--- src/rtl/fetch_pkg.sv ---
// -----------------------------------------------------------------------------
// fetch_pkg
// Shared definitions for the instruction fetch stage.
//   fetch_state_e : fetch controller states (IDLE, REQ, WAIT, DRAIN)
//   NOP_INSTR     : canonical RISC-V NOP (addi x0, x0, 0) shown to decode
//                   whenever no valid instruction is presented
//   PC_STEP       : sequential PC increment (one 32-bit instruction word)
// -----------------------------------------------------------------------------
package fetch_pkg;

   typedef enum logic [1:0] {
      IDLE  = 2'd0,
      REQ   = 2'd1,
      WAIT  = 2'd2,
      DRAIN = 2'd3
   } fetch_state_e;

   localparam logic [31:0] NOP_INSTR = 32'h0000_0013;
   localparam logic [31:0] PC_STEP   = 32'd4;

endpackage

--- src/rtl/fetch_skid_buffer.sv ---
// -----------------------------------------------------------------------------
// fetch_skid_buffer
// One-entry holding register for a fetched {instr, pc} pair that arrived while
// decode was stalled.
//   clk, rst  : clock, asynchronous active-high reset (clears the full flag)
//   push_i    : capture instr_i/pc_i
//   pop_i     : release the held entry
//   flush_i   : discard the held entry (wins over push/pop)
//   instr_i   : instruction to capture
//   pc_i      : PC of instr_i
//   full_o    : an entry is held
//   instr_o   : held instruction
//   pc_o      : PC of held instruction
// -----------------------------------------------------------------------------
module fetch_skid_buffer
   import fetch_pkg::*;
#(
   parameter int unsigned Width = 32
) (
   input  logic             clk,
   input  logic             rst,
   input  logic             push_i,
   input  logic             pop_i,
   input  logic             flush_i,
   input  logic [Width-1:0] instr_i,
   input  logic [Width-1:0] pc_i,
   output logic             full_o,
   output logic [Width-1:0] instr_o,
   output logic [Width-1:0] pc_o
);

   logic             full_q, full_d;
   logic [Width-1:0] instr_q;
   logic [Width-1:0] pc_q;

   always_comb begin
      full_d = full_q;
      if (flush_i) begin
         full_d = 1'b0;
      end else if (push_i) begin
         full_d = 1'b1;
      end else if (pop_i) begin
         full_d = 1'b0;
      end
   end

   always_ff @(posedge clk or posedge rst) begin
      if (rst) begin
         full_q <= 1'b0;
      end else begin
         full_q <= full_d;
      end
   end

   // Payload is qualified by full_q, so it needs no reset.
   always_ff @(posedge clk) begin
      if (push_i && !flush_i) begin
         instr_q <= instr_i;
         pc_q    <= pc_i;
      end
   end

   assign full_o  = full_q;
   assign instr_o = instr_q;
   assign pc_o    = pc_q;

endmodule

--- src/rtl/fetch_stage.sv ---
// -----------------------------------------------------------------------------
// fetch_stage
// Instruction fetch stage: holds the PC, issues one word request at a time to
// instruction memory and presents fetched instructions to decode. A one-entry
// skid buffer absorbs a response that arrives while decode is stalled.
// Redirect target = redirect_base + ImmOp (bit 0 cleared for JALR).
//
// Optional feature macro: FETCH_MISALIGN_TRAP_EN
//   defined   : a redirect target with bit 1 set raises a sticky
//               fetch_misaligned and parks the stage in IDLE until the next
//               redirect (which clears the flag).
//   undefined : target bits [1:0] are forced to zero, fetch_misaligned = 0.
//
// Ports:
//   clk, rst        : clock (rising edge), asynchronous active-high reset
//   imem_req/addr   : request valid / word address
//   imem_ack        : request accepted this cycle
//   imem_rvalid/rdata: response valid / instruction word
//   redirect_valid  : one-cycle redirect pulse from execute
//   redirect_base   : branch/JAL PC or rs1 for JALR
//   ImmOp           : sign-extended immediate of the redirecting instruction
//   redirect_jalr   : clear bit 0 of the target
//   stall_d         : decode cannot accept this cycle
//   instr_d/pc_d/pc_plus4_d/valid_d : instruction presented to decode
//   fetch_misaligned: misaligned redirect flag
// -----------------------------------------------------------------------------
module fetch_stage
   import fetch_pkg::*;
#(
   parameter int unsigned      Width    = 32,
   parameter logic [Width-1:0] RESET_PC = '0
) (
   input  logic             clk,
   input  logic             rst,
   output logic             imem_req,
   output logic [Width-1:0] imem_addr,
   input  logic             imem_ack,
   input  logic             imem_rvalid,
   input  logic [Width-1:0] imem_rdata,
   input  logic             redirect_valid,
   input  logic [Width-1:0] redirect_base,
   input  logic [Width-1:0] ImmOp,
   input  logic             redirect_jalr,
   input  logic             stall_d,
   output logic [Width-1:0] instr_d,
   output logic [Width-1:0] pc_d,
   output logic [Width-1:0] pc_plus4_d,
   output logic             valid_d,
   output logic             fetch_misaligned
);

   localparam logic [Width-1:0] NOP  = Width'(NOP_INSTR);
   localparam logic [Width-1:0] STEP = Width'(PC_STEP);

   fetch_state_e     state_q, state_d;
   logic [Width-1:0] fpc_q, fpc_d;
   logic [Width-1:0] req_pc_q, req_pc_d;
   logic [Width-1:0] out_instr_q, out_instr_d;
   logic [Width-1:0] out_pc_q, out_pc_d;
   logic [Width-1:0] out_pc4_q, out_pc4_d;
   logic             out_vld_q, out_vld_d;

   logic             accept;
   logic             resp_live;
   logic [Width-1:0] target_raw;
   logic [Width-1:0] target;
   logic             trap_redirect;
   logic             trapped;

   logic             skid_push, skid_pop, skid_full;
   logic [Width-1:0] skid_instr, skid_pc;

   // Sum wraps modulo 2^Width; JALR clears bit 0 before alignment is judged.
   assign target_raw = (redirect_base + ImmOp) & ~{{(Width-1){1'b0}}, redirect_jalr};
   assign target     = target_raw & ~Width'(3);

`ifdef FETCH_MISALIGN_TRAP_EN
   logic misalign_q, misalign_d;

   assign trap_redirect = redirect_valid & target_raw[1];
   assign trapped       = misalign_q;

   // Every redirect re-evaluates the flag, so a good target clears it.
   always_comb begin
      misalign_d = misalign_q;
      if (redirect_valid) begin
         misalign_d = target_raw[1];
      end
   end

   always_ff @(posedge clk or posedge rst) begin
      if (rst) begin
         misalign_q <= 1'b0;
      end else begin
         misalign_q <= misalign_d;
      end
   end

   assign fetch_misaligned = misalign_q;
`else
   assign trap_redirect    = 1'b0;
   assign trapped          = 1'b0;
   assign fetch_misaligned = 1'b0;
`endif

   // ---------------- FSM: state register ----------------
   always_ff @(posedge clk or posedge rst) begin
      if (rst) begin
         state_q <= IDLE;
      end else begin
         state_q <= state_d;
      end
   end

   // ---------------- FSM: next state ----------------
   always_comb begin
      state_d = state_q;
      if (redirect_valid) begin
         if (trap_redirect) begin
            state_d = IDLE;
         end else begin
            case (state_q)
               IDLE:    state_d = REQ;
               // An accepted request at the old PC is now stale.
               REQ:     state_d = accept ? DRAIN : REQ;
               WAIT:    state_d = imem_rvalid ? REQ : DRAIN;
               DRAIN:   state_d = imem_rvalid ? REQ : DRAIN;
               default: state_d = IDLE;
            endcase
         end
      end else begin
         case (state_q)
            IDLE:    state_d = trapped ? IDLE : REQ;
            REQ:     state_d = accept ? WAIT : REQ;
            WAIT:    state_d = imem_rvalid ? REQ : WAIT;
            DRAIN:   state_d = imem_rvalid ? REQ : DRAIN;
            default: state_d = IDLE;
         endcase
      end
   end

   // ---------------- FSM: outputs ----------------
   // No new request while the skid entry is still waiting for decode.
   always_comb begin
      imem_req = (state_q == REQ) && !skid_full;
   end

   assign imem_addr = fpc_q;
   assign accept    = imem_req & imem_ack;
   assign resp_live = (state_q == WAIT) && imem_rvalid;

   // ---------------- PC and decode output register ----------------
   always_comb begin
      fpc_d       = fpc_q;
      req_pc_d    = req_pc_q;
      out_instr_d = out_instr_q;
      out_pc_d    = out_pc_q;
      out_pc4_d   = out_pc4_q;
      out_vld_d   = out_vld_q;
      skid_push   = 1'b0;
      skid_pop    = 1'b0;

      if (redirect_valid) begin
         fpc_d = target;
      end else if (accept) begin
         fpc_d = fpc_q + STEP;
      end
      if (accept) begin
         req_pc_d = fpc_q;
      end

      if (redirect_valid) begin
         out_vld_d   = 1'b0;
         out_instr_d = NOP;
      end else if (out_vld_q && stall_d) begin
         if (resp_live) begin
            skid_push = 1'b1;
         end
      end else if (skid_full) begin
         // A full skid implies no request is outstanding, so no live response
         // can collide with this load.
         skid_pop    = 1'b1;
         out_vld_d   = 1'b1;
         out_instr_d = skid_instr;
         out_pc_d    = skid_pc;
         out_pc4_d   = skid_pc + STEP;
      end else if (resp_live) begin
         out_vld_d   = 1'b1;
         out_instr_d = imem_rdata;
         out_pc_d    = req_pc_q;
         out_pc4_d   = req_pc_q + STEP;
      end else begin
         out_vld_d   = 1'b0;
         out_instr_d = NOP;
      end
   end

   always_ff @(posedge clk or posedge rst) begin
      if (rst) begin
         fpc_q       <= RESET_PC;
         out_instr_q <= NOP;
         out_pc_q    <= '0;
         out_pc4_q   <= '0;
         out_vld_q   <= 1'b0;
      end else begin
         fpc_q       <= fpc_d;
         out_instr_q <= out_instr_d;
         out_pc_q    <= out_pc_d;
         out_pc4_q   <= out_pc4_d;
         out_vld_q   <= out_vld_d;
      end
   end

   // PC of the outstanding request; only read while a response is expected.
   always_ff @(posedge clk) begin
      req_pc_q <= req_pc_d;
   end

   fetch_skid_buffer #(
      .Width (Width)
   ) u_skid (
      .clk     (clk),
      .rst     (rst),
      .push_i  (skid_push),
      .pop_i   (skid_pop),
      .flush_i (redirect_valid),
      .instr_i (imem_rdata),
      .pc_i    (req_pc_q),
      .full_o  (skid_full),
      .instr_o (skid_instr),
      .pc_o    (skid_pc)
   );

   assign instr_d    = out_instr_q;
   assign pc_d       = out_pc_q;
   assign pc_plus4_d = out_pc4_q;
   assign valid_d    = out_vld_q;

endmodule

--- config.mk ---
export PLATFORM = sky130hd
export DESIGN_NAME = fetch_stage
export DESIGN_NICKNAME = d
export VERILOG_FILES = /design/src/rtl/fetch_pkg.sv /design/src/rtl/fetch_skid_buffer.sv /design/src/rtl/fetch_stage.sv
export SDC_FILE = /design/constraint.sdc
export NUM_CORES = 1
export LEC_CHECK = 0
export ABC_AREA = 1
export CAP_MARGIN = 20
export CORE_MARGIN = 10
export CORE_UTILIZATION = 40
export CTS_CLUSTER_SIZE = 12
export DETAILED_ROUTE_END_ITERATION = 8
export GPL_TIMING_DRIVEN = 0
export PLACE_DENSITY = 0.69
export SYNTH_ARGS = -nofsm -noshare
export SYNTH_HDL_FRONTEND = slang
export SYNTH_HIERARCHICAL = 1
export SYNTH_SLANG_ARGS = --single-unit
--- constraint.sdc ---
create_clock -name clk -period 3.8 [get_ports clk]
set_input_delay 0.38 -clock clk [delete_from_list [all_inputs] [get_ports clk]]
set_output_delay 0.38 -clock clk [all_outputs]
set_load 0.02 [all_outputs]
==> results of run 1 <==
[flip-flops by register name, summed over array words and instances, names as in the netlist, 2 cells and up]
name and cells:
instr_d 32, state_q 2, pc_d 32, imem_addr 30, u_skid/pc_o 32, u_skid/instr_o 32, pc_plus4_d 30, req_pc_q 30
[cell usage after synthesis, types with 7 or more instances]
cell / count
nand2_1: 445
nand3_1: 176
inv_1: 161
dfrtp_1: 125
nor2_1: 118
edfxtp_1: 94
o21ai_0: 65
a21oi_1: 56
ha_1: 32
clkbuf_1: 23
nor3_1: 21
o21ai_1: 21
nand4_1: 15
buf_2: 13
a31oi_1: 11
nor2_2: 11
buf_4: 9
xor2_1: 9
xnor2_1: 8
inv_2: 7
nand2_2: 7
[layout make-up]
| cell class | instances | area (sq um) |
|---|---|---|
| fill | 2798 | 14000 |
| clock inverter | 2 | 13.8 |
| buffer | 51 | 264 |
| multi-input combinational | 1069 | 5220 |
| inverter | 169 | 639 |
| tap | 390 | 488 |
| clock buffer | 42 | 761 |
| sequential | 222 | 6030 |
| timing repair buffer | 231 | 2340 |
[per-layer routing]
layer / GRT usage [%] / up-vias
li1: - / 5499
met1: 23.3 / 5084
met2: 33.4 / 348
met3: 3.65 / 62
met4: 6.39 / 0
met5: 0 / -
[critical path: cells and delay by family]
kind / cells / cell delay (ns)
buffers and inverters: 6 / 2.12
AND/OR/NAND/NOR: 3 / 0.49
[stage by stage]
stage | hold WS, ns | cell area, sq um | util (%) | instances
6_report | 0.140 | 15800 | 52.9 | 2176
5_1_grt | 0.141 | 15800 | 52.9 | 2176
4_1_cts | 0.125 | 15800 | 52.9 | 2176
3_5_place_dp | 0.433 | 15000 | 50.3 | 2132
3_3_place_gp | 0.430 | 14900 | 50.1 | 2130
2_1_floorplan | 0.109 | 12100 | - | 1511
[cell families (layout without fill, tap and decap cells)]
family          count (synthesis)  count (layout)  share of synthesized area, %
flops                         222             222                          49.7
fa+ha+maj                      32              32                          3.30
compound gates                190             190                          8.83
other cells                     1               5                        0.0309
mux                             1               1                        0.0928
simple gates                  824             824                          29.4
buf+inv                       220             495                          7.40
xor+xnor                       17              17                          1.23
[final timing paths]
path | cells after the start | slack [ns] | from | to
setup / recovery | 9 | 0.96 | redirect_valid | u_skid/pc_o[9]
hold / removal | 2 | 0.14 | rst | u_skid/full_o
setup reg to reg | 8 | 1.11 | valid_d | u_skid/pc_o[9]
hold reg to reg | 0 | 0.44 | req_pc_q[23] | u_skid/pc_o[23]
max in group asynchronous | 3 | 2.70 | rst | pc_d[4]
min in group clk | 0 | 0.44 | req_pc_q[23] | u_skid/pc_o[23]
[power breakdown]
part	switching, W	internal [W]
combinational	0.00145	0.00113
sequential	0.000364	0.00296
clock	0.000910	0.00135
total	0.00272	0.00545
==> run_results.csv, run 1 <==
group,metric,value,unit
floorplanning,io_pins,234,
setup_path,crit_fanout,40,
clocking,cts_root_buf,"clkbuf_16",
grt,grt_max_degree,75,
setup_path,crit_chain,"clkdlybuf4s50_1, clkbuf_1, inv_1, clkbuf_1, nand2_1, nor2_1, nand2_1, inv_2, buf_12",
detailed_routing,first_pass_iters,5,
setup_path,arrival,3.04,ns
sta,fin_crit,2.84,ns
placement,io_buffers,229,
clocking,cts_tree,"yes",
detailed_routing,num_vias,11000,
final_layout,n_antenna_cell,0,
logic_synthesis,synth_seq_area_share,49.7,%
grt,grt_usage,19.2,%
logic_synthesis,ys_ff_latch,222,
sta,tightest_slew,0.805,ns
sta,slew_violations,0,
final_layout,synthToLayoutAreaGrowth,29.9,%
power_and_ir_drop,finalPower,0.00817,W
detailed_routing,wl,37700,microns
setup_path,end_kind,"register",
floorplanning,dieHeight,194,microns
sta,fin_crit_sh,74.8,%
logic_synthesis,synth.distinct_cells,50,
grt,overflow,0,
sta,final_hold_viol_count,0,
grt,grt_pass1_vias,11100,
min_path,hold_path.class,"in -> async",
logic_synthesis,yosys-top-cells-area,"dfrtp_1 (26%), edfxtp_1 (23%), nand2_1 (14%)",
final_layout,final_common_cell,"nand2_1",
setup_path,critical_path_required,4.00,ns
grt,grt_pass1_wl,59900,microns
setup_path,cpPeakStageDelay,0.49,ns
clocking,clkTransAtPathRegs,0.06,ns
logic_synthesis,synth_top_area_share,25.8,%
setup_path,cp_slowest_cell,"clkbuf_1",
floorplanning,die_x,194,microns
power_and_ir_drop,powerDensity,519,nW/um^2
placement,gp_congestion,0.942,
detailed_routing,via_per_inst,5.05,
sta,fin_worst_skew,0.0121,ns
logic_synthesis,synth_area,12100,sq um
logic_synthesis,avgSynthCellArea,8.05,sq um
logic_synthesis,async_flop_share,57.7,%
floorplanning,initial_core_util,40.7,%
job,cap_violations,0,
detailed_routing,routed.top_layer,"met4",
detailed_routing,drt_first_iter_violations,679,
logic_synthesis,synth-edff-count,94,
clocking,numCtsBuffers,24,
placement,dp_slack,0.387,ns
final_layout,final_nets,1903,
floorplanning,die_area,37700,sq um
placement,hpwlAfterDp,29700,microns
clocking,clock_path_buffers,3,
status,status,"finished clean",
logic_synthesis,yosys_warnings,6,
power_and_ir_drop,vdd_drop_max,0.278,mV
sta,max_slew_margin,46.3,%
clocking,htreeDepth,1,
sta,finalSetupTns,0,ns
setup_path,startpoint_type,"input port",
detailed_routing,wl_met2,18300,microns
floorplanning,core,29800,sq um
clocking,clock_sinks,222,
sta,setup_ws,0.959,ns
clocking,cts_hold_buf,0,
clocking,post_cts_buffers,0,
detailed_routing,route.detailed.drc,0,
final_layout,mostFrequentLayoutCells,"nand2_1 (445), clkdlybuf4s50_1 (229), nand3_1 (176)",
clocking,post_cts_resized,0,
detailed_routing,wl_met1,16000,microns
setup_path,worstSetupPathType,"in -> reg",
power_and_ir_drop,power_leakage,7.06,nW
sta,max_freq,352,MHz
logic_synthesis,syn-instance-count,1507,
logic_synthesis,yosys.area.top_type,"dfrtp_1",
detailed_routing,wl_met3,2290,microns
clocking,worstSkewPairLatency,0.51,ns
sta,grt_setup_unrepaired,"false",
logic_synthesis,ys.flop_type,"dfrtp_1",
sta,setup_viol,0,
final_layout,drive_above_1_share,6.33,%
grt,antenna_found_initial,0,
floorplanning,row_count,63,
detailed_routing,wl_per_cell,17.3,microns
detailed_routing,postRouteAntennaNets,0,
Power figures use the tool's default switching activity.
==> inputs of run 2 (changes only) <==
clock period = 2.4 ns   (was 3.8 ns; I/O delays follow)
==> run 2 against run 1 <==
  * First-iteration DRC count rose by 23%
  * Cell count rose by 0.14%
  * Core utilization rose by 0.059 points
  * Largest cell class unchanged
  * Hold slack improved by 0.19 ns
  * Register-to-register slack got worse by 0.94 ns
  * Die area did not move
  * Clock power rose by 49%
  * Clock skew rose by 0.0027 ns
  * Critical path type is now reg -> out
  * Via count rose by 1.0%
  * Non-clock buffer count rose by 5
  * Setup slack got worse by 0.82 ns
  * Sequential share of layout area barely moved
==> run_results.csv, run 2 (same netlist as run 1, synthesis figures left out) <==
group,metric,value,unit
floorplanning,row_count,63,
floorplanning,io_pins,234,
placement,dpl-instance-area,15000,sq um
final_layout,final_cell_area,15800,sq um
clocking,clock_path_buffers,3,
power_and_ir_drop,power_leakage,7.06,nW
clocking,clock_sinks,222,
sta,fin_crit_sh,94.4,%
job,cap_violations,0,
setup_path,crit_fanout,10,
setup_path,startpoint_type,"register",
detailed_routing,wl_per_cell,17.5,microns
placement,dp_slack,-0.968,ns
power_and_ir_drop,vdd_drop_max,0.431,mV
clocking,worstSkewPairLatency,0.50,ns
floorplanning,core,29800,sq um
sta,max_slew_margin,52.1,%
clocking,numCtsBuffers,23,
setup_path,end_kind,"output port",
final_layout,final_common_cell,"nand2_1",
status,status,"finished clean",
grt,grt_usage,19.2,%
sta,fin_worst_skew,0.0148,ns
final_layout,nFillCells,2837,
final_layout,synthToLayoutAreaGrowth,30.0,%
setup_path,r2r_start,"valid_d",
sta,fin_crit,2.26,ns
grt,grt_pass1_vias,10900,
detailed_routing,postRouteAntennaNets,0,
sta,slew_violations,0,
setup_path,worstSetupPathType,"reg -> out",
final_layout,drive_above_1_share,6.88,%
setup_path,critical_path_required,2.16,ns
clocking,clkTransAtPathRegs,0.06,ns
power_and_ir_drop,finalPower,0.0127,W
final_layout,multiInputGateArea,5230,sq um
detailed_routing,first_pass_iters,5,
clocking,cts_tree,"yes",
sta,tightest_slew,0.718,ns
sta,max_freq,442,MHz
placement,hpwlAfterDp,30200,microns
detailed_routing,drt_first_iter_violations,838,
detailed_routing,num_vias,11100,
final_layout,final_nets,1908,
final_layout,ff_latch_area,6030,sq um
power_and_ir_drop,powerDensity,808,nW/um^2
final_layout,mostFrequentLayoutCells,"nand2_1 (444), clkdlybuf4s50_1 (228), nand3_1 (176)",
grt,grt_pass1_wl,59900,microns
detailed_routing,via_per_inst,5.10,
sta,final_hold_viol_count,0,
detailed_routing,wl,38100,microns
detailed_routing,route.detailed.drc,0,
sta,setup_viol,0,
placement,io_buffers,229,
grt,grt_max_degree,43,
setup_path,crit_path_start,"u_skid/full_o",
clocking,htreeDepth,1,
grt,overflow,0,
floorplanning,dieHeight,194,microns
min_path,min-delay-start,"imem_rdata[16]",
floorplanning,die_area,37700,sq um
sta,setup_ws,0.135,ns
floorplanning,initial_core_util,40.7,%
placement,gp_congestion,0.921,
min_path,hold_path.class,"in -> reg",
clocking,cts_root_buf,"clkbuf_16",
setup_path,arrival,2.02,ns
floorplanning,die_x,194,microns
grt,antenna_found_initial,1,
==> run 2: what timing repair did <==
action                                  in CTS  in global routing
gates cloned                                 1                  0
buffers inserted                             0                  4
pin swaps                                    0                  1
endpoints found under the hold margin        1                  0
endpoints found under the setup margin      66                 56
hold buffers                                 1                  0
resized for setup                            4                  7
==> run 2: worst max-delay path, stage by stage (launching register included) <==
cell,delay [ns]
dfrtp_1,0.42
buf_4,0.20
nor3_2,0.21
clkdlybuf4s50_1,0.69
==> run 2: worst paths after layout <==
kind | endpoint | slack, ns | depth (start not counted)
max in group asynchronous | pc_d[5] | 0.69 | 5
min in group asynchronous | u_skid/full_o | 0.58 | 3
hold / removal | u_skid/instr_o[16] | 0.33 | 1
setup reg to reg | pc_plus4_d[8] | 0.17 | 8
hold reg to reg | u_skid/pc_o[21] | 0.44 | 0
setup / recovery | imem_req | 0.14 | 3
==> run 2: layout make-up <==
class	instances	share of cell area, %
inverter	169	4.07
tap	390	3.09
timing repair buffer	238	15.3
buffer	49	1.67
clock inverter	1	0.0317
clock buffer	39	4.42
timing repair inverter	1	0.0476
multi-input combinational	1069	33.1
sequential	222	38.2
antenna	1	0.0159
==> run 2: stage by stage <==
stage	TNS [ns]	cells	hold slack, ns	util (%)
6_report	0	2179	0.329	52.9
5_1_grt	-0.0201	2179	0.305	52.9
4_1_cts	0	2174	0.304	52.8
3_5_place_dp	-73.13	2134	0.438	50.4
3_3_place_gp	-201.07	2130	0.435	50.1
2_1_floorplan	0	1511	-0.0313	-
==> run 2: power breakdown <==
group / total (W) / switching, W / internal [W]
combinational: 0.00411 / 0.00231 / 0.00180
clock: 0.00336 / 0.00140 / 0.00196
sequential: 0.00527 / 0.000571 / 0.00469
==> run 2: routing by layer <==
metal / vias up / wire length, microns / GRT usage [%]
met5: - / 0 / 0
met1: 5145 / 16000 / 23.8
met2: 374 / 18500 / 32.8
met4: 0 / 1210 / 7.30
li1: 5515 / - / -
met3: 70 / 2340 / 3.22
